### src/rtl/arith_subi_rr_arbiter.sv
// ============================================================================
// Module   : arith_subi_rr_arbiter (with arith_subi datapath)
// Brief    : Round-robin sharing of one integer subtractor among NUM_REQ
//            valid/ready requesters, with a 1-entry result buffer.
// Revision : 1.0 - initial release
// ============================================================================
`default_nettype none

module arith_subi #(
    parameter int WIDTH = 32
) (
    input  logic             a_valid,
    input  logic [WIDTH-1:0] a_data,
    output logic             a_ready,
    input  logic             b_valid,
    input  logic [WIDTH-1:0] b_data,
    output logic             b_ready,
    output logic             result_valid,
    input  logic             result_ready,
    output logic [WIDTH-1:0] result_data
);
    // Unbuffered: operands pass straight through, wrapping modulo 2^WIDTH.
    assign result_data  = a_data - b_data;
    assign result_valid = a_valid & b_valid;
    assign a_ready      = result_ready;
    assign b_ready      = result_ready;
endmodule

module arith_subi_rr_arbiter #(
    parameter int WIDTH   = 32,
    parameter int NUM_REQ = 4
) (
    input  logic                     clk,
    input  logic                     rst_n,
    input  logic [NUM_REQ-1:0]       req_valid,
    output logic [NUM_REQ-1:0]       req_ready,
    input  logic [NUM_REQ*WIDTH-1:0] req_a_data,
    input  logic [NUM_REQ*WIDTH-1:0] req_b_data,
    output logic [NUM_REQ-1:0]       resp_valid,
    input  logic [NUM_REQ-1:0]       resp_ready,
    output logic [WIDTH-1:0]         resp_data,
    output logic                     busy
);
    localparam int                   c_idx_w = (NUM_REQ > 1) ? $clog2(NUM_REQ) : 1;
    localparam logic [c_idx_w:0]     c_num   = (c_idx_w+1)'(NUM_REQ);
    localparam logic [c_idx_w-1:0]   c_last  = c_idx_w'(NUM_REQ - 1);

    logic [c_idx_w-1:0] w_rr_ptr;
    logic [c_idx_w-1:0] w_grant;
    logic               w_found;
    logic [c_idx_w:0]   w_scan;
    logic [WIDTH-1:0]   w_a_sel;
    logic [WIDTH-1:0]   w_b_sel;
    logic               w_owner_ready;
    logic               w_slot_free;
    logic               w_any_valid;
    logic               w_sub_a_ready;
    logic               w_sub_b_ready;
    logic               w_sub_valid;
    logic [WIDTH-1:0]   w_sub_data;
    logic               w_accept;
    logic               w_drain;

    logic               r_buf_valid;
    logic [c_idx_w-1:0] r_buf_owner;
    logic [WIDTH-1:0]   r_buf_data;

    // Scan from the farthest offset down so the nearest valid requester wins.
    always_comb begin
        w_grant = '0;
        w_found = 1'b0;
        w_scan  = '0;
        for (int k = NUM_REQ - 1; k >= 0; k--) begin
            w_scan = {1'b0, w_rr_ptr} + (c_idx_w+1)'(k);
            if (w_scan >= c_num) begin
                w_scan = w_scan - c_num;
            end
            for (int i = 0; i < NUM_REQ; i++) begin
                if (w_scan == (c_idx_w+1)'(i) && req_valid[i]) begin
                    w_found = 1'b1;
                    w_grant = c_idx_w'(i);
                end
            end
        end
    end

    always_comb begin
        w_a_sel       = '0;
        w_b_sel       = '0;
        w_owner_ready = 1'b0;
        for (int i = 0; i < NUM_REQ; i++) begin
            if (w_grant == c_idx_w'(i)) begin
                w_a_sel = req_a_data[i*WIDTH +: WIDTH];
                w_b_sel = req_b_data[i*WIDTH +: WIDTH];
            end
            if (r_buf_owner == c_idx_w'(i)) begin
                w_owner_ready = resp_ready[i];
            end
        end
    end

    assign w_slot_free = ~r_buf_valid | w_owner_ready;
    assign w_any_valid = |req_valid;

    arith_subi #(
        .WIDTH (WIDTH)
    ) u_subi (
        .a_valid      (w_any_valid),
        .a_data       (w_a_sel),
        .a_ready      (w_sub_a_ready),
        .b_valid      (w_any_valid),
        .b_data       (w_b_sel),
        .b_ready      (w_sub_b_ready),
        .result_valid (w_sub_valid),
        .result_ready (w_slot_free),
        .result_data  (w_sub_data)
    );

    assign w_accept = w_sub_valid & w_sub_a_ready & w_sub_b_ready;
    assign w_drain  = r_buf_valid & w_owner_ready;

    always_comb begin
        req_ready  = '0;
        resp_valid = '0;
        for (int i = 0; i < NUM_REQ; i++) begin
            req_ready[i]  = w_found & (w_grant == c_idx_w'(i)) & w_sub_a_ready & w_sub_b_ready;
            resp_valid[i] = r_buf_valid & (r_buf_owner == c_idx_w'(i));
        end
    end

    assign resp_data = r_buf_data;
    assign busy      = r_buf_valid;

    always_ff @(posedge clk or negedge rst_n) begin
        if (!rst_n) begin
            r_buf_valid <= 1'b0;
            r_buf_owner <= '0;
            r_buf_data  <= '0;
        end else if (w_accept) begin
            r_buf_valid <= 1'b1;
            r_buf_owner <= w_grant;
            r_buf_data  <= w_sub_data;
        end else if (w_drain) begin
            r_buf_valid <= 1'b0;
        end
    end

    generate
        if (NUM_REQ > 1) begin : g_multi_ptr
            logic [c_idx_w-1:0] r_rr_ptr;
            always_ff @(posedge clk or negedge rst_n) begin
                if (!rst_n) begin
                    r_rr_ptr <= '0;
                end else if (w_accept) begin
                    r_rr_ptr <= (w_grant == c_last) ? '0 : w_grant + c_idx_w'(1);
                end
            end
            assign w_rr_ptr = r_rr_ptr;
        end else begin : g_single_ptr
            assign w_rr_ptr = '0;
        end
    endgenerate

endmodule

`default_nettype wire

### config.mk
export PLATFORM = sky130hd
export DESIGN_NAME = arith_subi_rr_arbiter
export DESIGN_NICKNAME = d
export VERILOG_FILES = /design/src/rtl/arith_subi_rr_arbiter.sv
export SDC_FILE = /design/constraint.sdc
export NUM_CORES = 1
export LEC_CHECK = 0
export CORE_MARGIN = 2
export CORE_UTILIZATION = 40
export CTS_CLUSTER_SIZE = 24
export DETAILED_ROUTE_END_ITERATION = 8
export GPL_TIMING_DRIVEN = 0
export PLACE_DENSITY_LB_ADDON = 0.2
export SLEW_MARGIN = 20
export SYNTH_ARGS = -nofsm -noshare
export SYNTH_HDL_FRONTEND = slang
export SYNTH_SLANG_ARGS = --single-unit
### constraint.sdc
create_clock -name clk -period 5.6 [get_ports clk]
set_input_delay 0.84 -clock clk [delete_from_list [all_inputs] [get_ports clk]]
set_output_delay 0.84 -clock clk [all_outputs]
set_load 0.005 [all_outputs]
# Word-level counts from Yosys, hierarchy flattened
# Index checks and enable logic that the tools add are counted.
# totals
ff_bits	37
latchBits	0
ramBits	0
rom_bits	0
input_bits	266
out_inout_bits	41
elab_cells	130
memories	0
# op_classes
add_sub_neg	9
mul	0
n_div	0
n_lt_le_gt_ge	4
n_eq_ne	18
shifts	0
mux	50
n_bitwise	21
reduce_logical	24
# op_table
cell	n
$mux W32	8
$sub A32 B32 Y32	1
$mux W2	15
$eq A3 B2 Y1 const B	8
$mux W1	23
$and A1 B1 Y1	19
$logic_and A1 B1 Y1	16
$eq A3 B1 Y1 const B	4
$logic_not A3 Y1	4
$mux W3	4
$ge A3 B3 Y1 const B	3
$sub A3 B3 Y3 const B	3
$eq A2 B2 Y1 const B	4
$add A2 B2 Y3 const B	2
$eq A2 B1 Y1 const B	2
$logic_not A2 Y1	2
$reduce_or A4 Y1	1
$add A2 B1 Y3 const B	1
$ge A2 B3 Y1 const B	1
$sub A2 B3 Y3 const B	1
$add A2 B1 Y2 const B	1
$reduce_bool A2 Y1	1
$not A1 Y1	1
$or A1 B1 Y1	1

# Logic depth before layout (Yosys ltp)
# logic_depth
word_depth	26
mapped_depth	23
depth_no_buf	21

# By module
# A second synthesis with hierarchy kept.
# hier_totals
hier_cells	816
area_unflattened_um2	5669.2
# by_module_without_submodules
mod	instances	cells_per_inst	area_per_inst_um2	seq_area_each_um2
arith_subi_rr_arbiter	1	544	3817.4	925.9
arith_subi	1	272	1851.8	0.0

# Worst setup path after synthesis
# No wires, ideal clock.
# synth_path
kind	input to register
startpoint	input req_valid[1]
endpoint	register r_buf_data[26], in the netlist resp_data[26]
setup_time_ps	69
t_arrival_ps	4640
setup_slack_ps	891
cell_stages	20
cell_sequence	a21boi_0 -> o22ai_1 -> a21oi_1 -> ha_1 -> clkbuf_1 -> buf_1 -> nor2_1 -> a21oi_1 -> nor2_1 -> a21oi_1 -> o21ai_0 -> ha_1 -> fa_1 -> nand2b_2 -> a21oi_2 -> a41oi_2 -> o41ai_4 -> a21oi_2 -> or4_1 -> nand3_1
# synth_via
elab_chain_len	22
elab_cells_between_ends	35
classes_between	add/sub: 1; eq/ne: 3; mux: 23; bitwise: 2; reduce/logical: 6
# synth_lines
item	line	source
start, declared	35	input logic [NUM_REQ-1:0] req_valid,
$logic_and A1 B1 Y1	79	if (w_scan == (c_idx_w+1)'(i) && req_valid[i]) begin
$mux W1	79	
$mux W2 (11 in series)	79	
$mux W2 * (3 in series)	79	
via w_grant[0]	49	logic [c_idx_w-1:0] w_grant;
$logic_not A2 Y1	92	if (w_grant == c_idx_w'(i)) begin
$mux W32 (4 in series)	92	
$sub A32 B32 Y32 *	23	assign result_data = a_data - b_data;
end signal, assigned	142	r_buf_data <= w_sub_data;
end, declared	66	logic [WIDTH-1:0] r_buf_data;
# The timed path passes the listed nets; every way through them passes the cells marked *.
# A chain may end at the register's enable or synchronous reset.

# Final worst setup path
# Ends and elaborated chain as after synthesis.

==> flow_summary_export.csv <==
group,metric,value,unit
sta,slew_viol_final,0,
yosys,synth-edff-count,0,
sta,timing.final.setup_violations,0,
yosys,synth_warnings,0,
sta,worst-slew-pin-transition,0.742,ns
clocking,cts_root_buf,"sky130_fd_sc_hd__clkbuf_16",
cells_and_area,final_layout_size_suffix_gt1_share,4.86,%
sta,max_slew_margin,50.1,%
route,drt.antenna.violating_nets,0,
yosys,sequential_element_share_of_the_synthesized_area,17.1,%
yosys,yosysUniqueCellTypes,59,
power_and_ir_drop,power.static_leakage,3.70,nW
clocking,clkLatencyLatePin,0.29,ns
yosys,synth_area_per_cell,6.02,um2
placed_design,globalplace.congestion,0.964,
clocking,cts_tree,"built",
die,design.core.area,13200,um2
sta,final_skew,0.00715,ns
clocking,cts_buffer_depth,2,
worst_hold_path,min-delay-path-class,"primary input to asynchronous set/reset pin",
die,rows,42,
global_routing,grt_max_degree,33,
setup_path,arrival_time_of_data_at_the_critical_path_endpoint,5.64,ns
setup_path,timing.setup.critical_path_class,"primary input to flop",
job,maxCapViolations,0,
placed_design,dpl.hpwl,19.9,mm
clocking,cts_htree_levels,2,
power_and_ir_drop,ir_drop,0.263,mV
global_routing,antenna_violations_before_repair,0,
yosys,net_count_after_synthesis,1200,
route,dr.first_iter.drc_count,399,
setup_path,crit_start,"req_valid[1]",
clocking,clk_transition_reported_paths,0.06,ns
yosys,synth.largest_area_cell,"sky130_fd_sc_hd__a21oi_1",
placed_design,detailed_place.area,8710,um2
sta,period_minus_slack,5.42,ns
die,chipWidth,120,um
power_and_ir_drop,power_total,5.59,mW
route,dr.pass1.iters,5,
clocking,cts_made_buffers,5,
power_and_ir_drop,swShare,53.9,%
cells_and_area,finish.instance_area,8980,um2
setup_path,worst_setup_path_end_kind,"flop",
sta,fmax_achieved,184,MHz
global_routing,groute.usage.overall,31.2,%
cells_and_area,stdcell_count,1391,
route,wl_per_cell,17.1,um
route,drc_viols,0,
yosys,synthCells,898,
power_and_ir_drop,power.sequential.fraction,9.3,%
route,drt_wl_total,23.8,mm
clocking,cts_num_sinks,37,
yosys,post-synth-top-area-fraction,17.7,%
die,floorplan.initialDensity,40.8,%
die,fp.dieArea,14500,um2
cells_and_area,areaGrowthSynthToFinish,66.1,%
placed_design,post-place-cells,1381,
run_status,run_status,"complete, no violations",
setup_path,crit_path_max_fanout,10,
power_and_ir_drop,power.net_switching,3.02,mW
route,drt-met1-wl,9.90,mm
sta,hold_viol_final,0,
yosys,ys.flop_type,"sky130_fd_sc_hd__dfrtp_1",
die,dieHeight,120,um
yosys,synth_async_sr_flop_share,100,%
yosys,ys_seq_elements,37,
cells_and_area,antenna_cells_inserted,0,
global_routing,grt_overflow_total,0,
sta,worst_slack,0.179,ns
power_and_ir_drop,power.density_cell_area,623,nW/um2
setup_path,required,5.82,ns
placed_design,place.port_buffers,306,
setup_path,timing.critical_path.from_type,"primary input",
sta,min_period_over_period,96.8,%
power_and_ir_drop,share_clk_of_total_power,5.1,%
global_routing,grt_first_pass_wirelength,36.1,mm
route,highest_layer_used_for_signal_routing,"met4",
route,routed-via-count,7454,
setup_path,regToRegStartpoint,"g_multi_ptr.r_rr_ptr[1]$_DFFE_PN0P_",
cells_and_area,nets,1516,
route,vias_per_cell,5.36,
yosys,synth.cells.most_frequent,"191 x sky130_fd_sc_hd__a21oi_1, 177 x sky130_fd_sc_hd__nor2_1, 154 x sky130_fd_sc_hd__nand2_1, 69 x sky130_fd_sc_hd__o21ai_0, 47 x sky130_fd_sc_hd__clkbuf_1",
clocking,cts-hold-fix-buffers,0,
die,num_io_pins,307,
power_and_ir_drop,power_frac_comb,85.6,%
global_routing,grt_pass1_vias,7010,
sta,setup_tns_final,0,ns
yosys,synth.most_common_cell,"sky130_fd_sc_hd__a21oi_1",
yosys,syn_area,5410,um2
placed_design,post-place-ws,-0.956,ns
cells_and_area,post-route-util,67.8,%
sta,holdWs,0.381,ns
route,wl_met3,1.88,mm
route,dr_wl_met2,11.4,mm
yosys,synth_area_leaders,"sky130_fd_sc_hd__a21oi_1 18%, sky130_fd_sc_hd__dfrtp_1 17%, sky130_fd_sc_hd__nor2_1 12%, sky130_fd_sc_hd__nand2_1 11%, sky130_fd_sc_hd__ha_1 8.1%",
power_and_ir_drop,internal_power,2.58,mW
## metal layers
layer,track usage [%],vias up
met2,53.3,318
met1,40.5,3339
met5,0,-
met3,4.86,40
li1,-,3757
met4,9.45,0
## power by group through the flow
stage / combinational [mW] / sequential, mW / clock (mW)
2_1_floorplan: 3.12 / 0.512 / 0
3_3_place_gp: 4.47 / 0.513 / 0
3_5_place_dp: 4.53 / 0.520 / 0
4_1_cts: 4.58 / 0.516 / 0.287
5_1_grt: 5.28 / 0.532 / 0.300
6_report: 4.79 / 0.519 / 0.287
## flip-flops by register name, indices dropped and copies added, names as in the netlist
signal / count
resp_data: 32
g_multi_ptr.r_rr_ptr: 2
r_buf_owner: 2
busy: 1
## cells by family (layout without fill, tap and decap cells)
logic type / count (synthesis) / count (layout) / synth area share [%]
flops: 37 / 37 / 17.1
xor+xnor: 26 / 26 / 4.21
mux: 2 / 2 / 0.601
compound gates: 321 / 321 / 33.4
simple gates: 396 / 396 / 30.5
fa+ha+maj: 36 / 36 / 8.47
buf+inv: 80 / 397 / 5.71
## final cells by class
type	count	area, um2
clock inverter	2	13.8
sequential	37	926
timing repair buffer	312	3120
clock buffer	6	139
tap	176	220
fill	1252	4260
buffer	67	280
multi-input combinational	781	4250
inverter	10	37.5
## repair_timing
item	4_1_cts	5_1_grt
hold endpoints to repair	0	0
resized for setup	10	29
buffers inserted	1	4
pin swaps	1	1
setup endpoints to repair	21	16
## cell usage in the layout (no fill, tap or decap), types with 3 or more instances in the layout
| master | n |
|---|---|
| sky130_fd_sc_hd__a21boi_0 | 3 |
| sky130_fd_sc_hd__a21o_1 | 7 |
| sky130_fd_sc_hd__a21oi_1 | 190 |
| sky130_fd_sc_hd__a21oi_2 | 3 |
| sky130_fd_sc_hd__a31oi_1 | 6 |
| sky130_fd_sc_hd__and2_1 | 5 |
| sky130_fd_sc_hd__and3_1 | 6 |
| sky130_fd_sc_hd__buf_1 | 9 |
| sky130_fd_sc_hd__buf_2 | 9 |
| sky130_fd_sc_hd__buf_4 | 5 |
| sky130_fd_sc_hd__clkbuf_1 | 35 |
| sky130_fd_sc_hd__clkbuf_16 | 5 |
| sky130_fd_sc_hd__clkbuf_2 | 15 |
| sky130_fd_sc_hd__clkdlybuf4s50_1 | 305 |
| sky130_fd_sc_hd__dfrtp_1 | 37 |
| sky130_fd_sc_hd__ha_1 | 32 |
| sky130_fd_sc_hd__ha_4 | 3 |
| sky130_fd_sc_hd__inv_1 | 9 |
| sky130_fd_sc_hd__nand2_1 | 154 |
| sky130_fd_sc_hd__nand2b_1 | 6 |
| sky130_fd_sc_hd__nand3_1 | 12 |
| sky130_fd_sc_hd__nand4_1 | 12 |
| sky130_fd_sc_hd__nor2_1 | 177 |
| sky130_fd_sc_hd__nor3_1 | 4 |
| sky130_fd_sc_hd__nor3b_1 | 4 |
| sky130_fd_sc_hd__o211ai_1 | 3 |
| sky130_fd_sc_hd__o21a_1 | 6 |
| sky130_fd_sc_hd__o21ai_0 | 69 |
| sky130_fd_sc_hd__o31ai_1 | 5 |
| sky130_fd_sc_hd__or4_1 | 3 |
| sky130_fd_sc_hd__xnor2_1 | 13 |
| sky130_fd_sc_hd__xor2_1 | 13 |
## path summary, 6_finish.rpt
kind	endpoint	slack (ns)	cells after the start
max	resp_data[26]$_DFFE_PN0P_	0.18	18
max reg2reg	resp_data[26]$_DFFE_PN0P_	0.84	17
min reg2reg	resp_data[8]$_DFFE_PN0P_	0.48	2
min in group clk	resp_data[8]$_DFFE_PN0P_	0.48	2
max in group asynchronous	resp_data[2]$_DFFE_PN0P_	4.81	2
min	resp_data[24]$_DFFE_PN0P_	0.38	1
## worst max-delay path, stage by stage
cell                              delay, ns
sky130_fd_sc_hd__clkdlybuf4s50_1       0.55
sky130_fd_sc_hd__a21boi_0              0.23
sky130_fd_sc_hd__o22ai_1               0.13
sky130_fd_sc_hd__a21oi_2               0.19
sky130_fd_sc_hd__buf_4                 0.15
sky130_fd_sc_hd__ha_1                  0.30
sky130_fd_sc_hd__buf_2                 0.31
sky130_fd_sc_hd__buf_2                 0.29
sky130_fd_sc_hd__clkbuf_2              0.27
sky130_fd_sc_hd__a21oi_1               0.13
sky130_fd_sc_hd__fa_1                  0.51
sky130_fd_sc_hd__nand2b_2              0.24
sky130_fd_sc_hd__a21oi_2               0.21
sky130_fd_sc_hd__a41oi_2               0.22
sky130_fd_sc_hd__o41ai_4               0.32
sky130_fd_sc_hd__a21oi_2               0.18
sky130_fd_sc_hd__or4_1                 0.48
sky130_fd_sc_hd__nand3_1               0.07
Power figures use the tool's default switching activity.
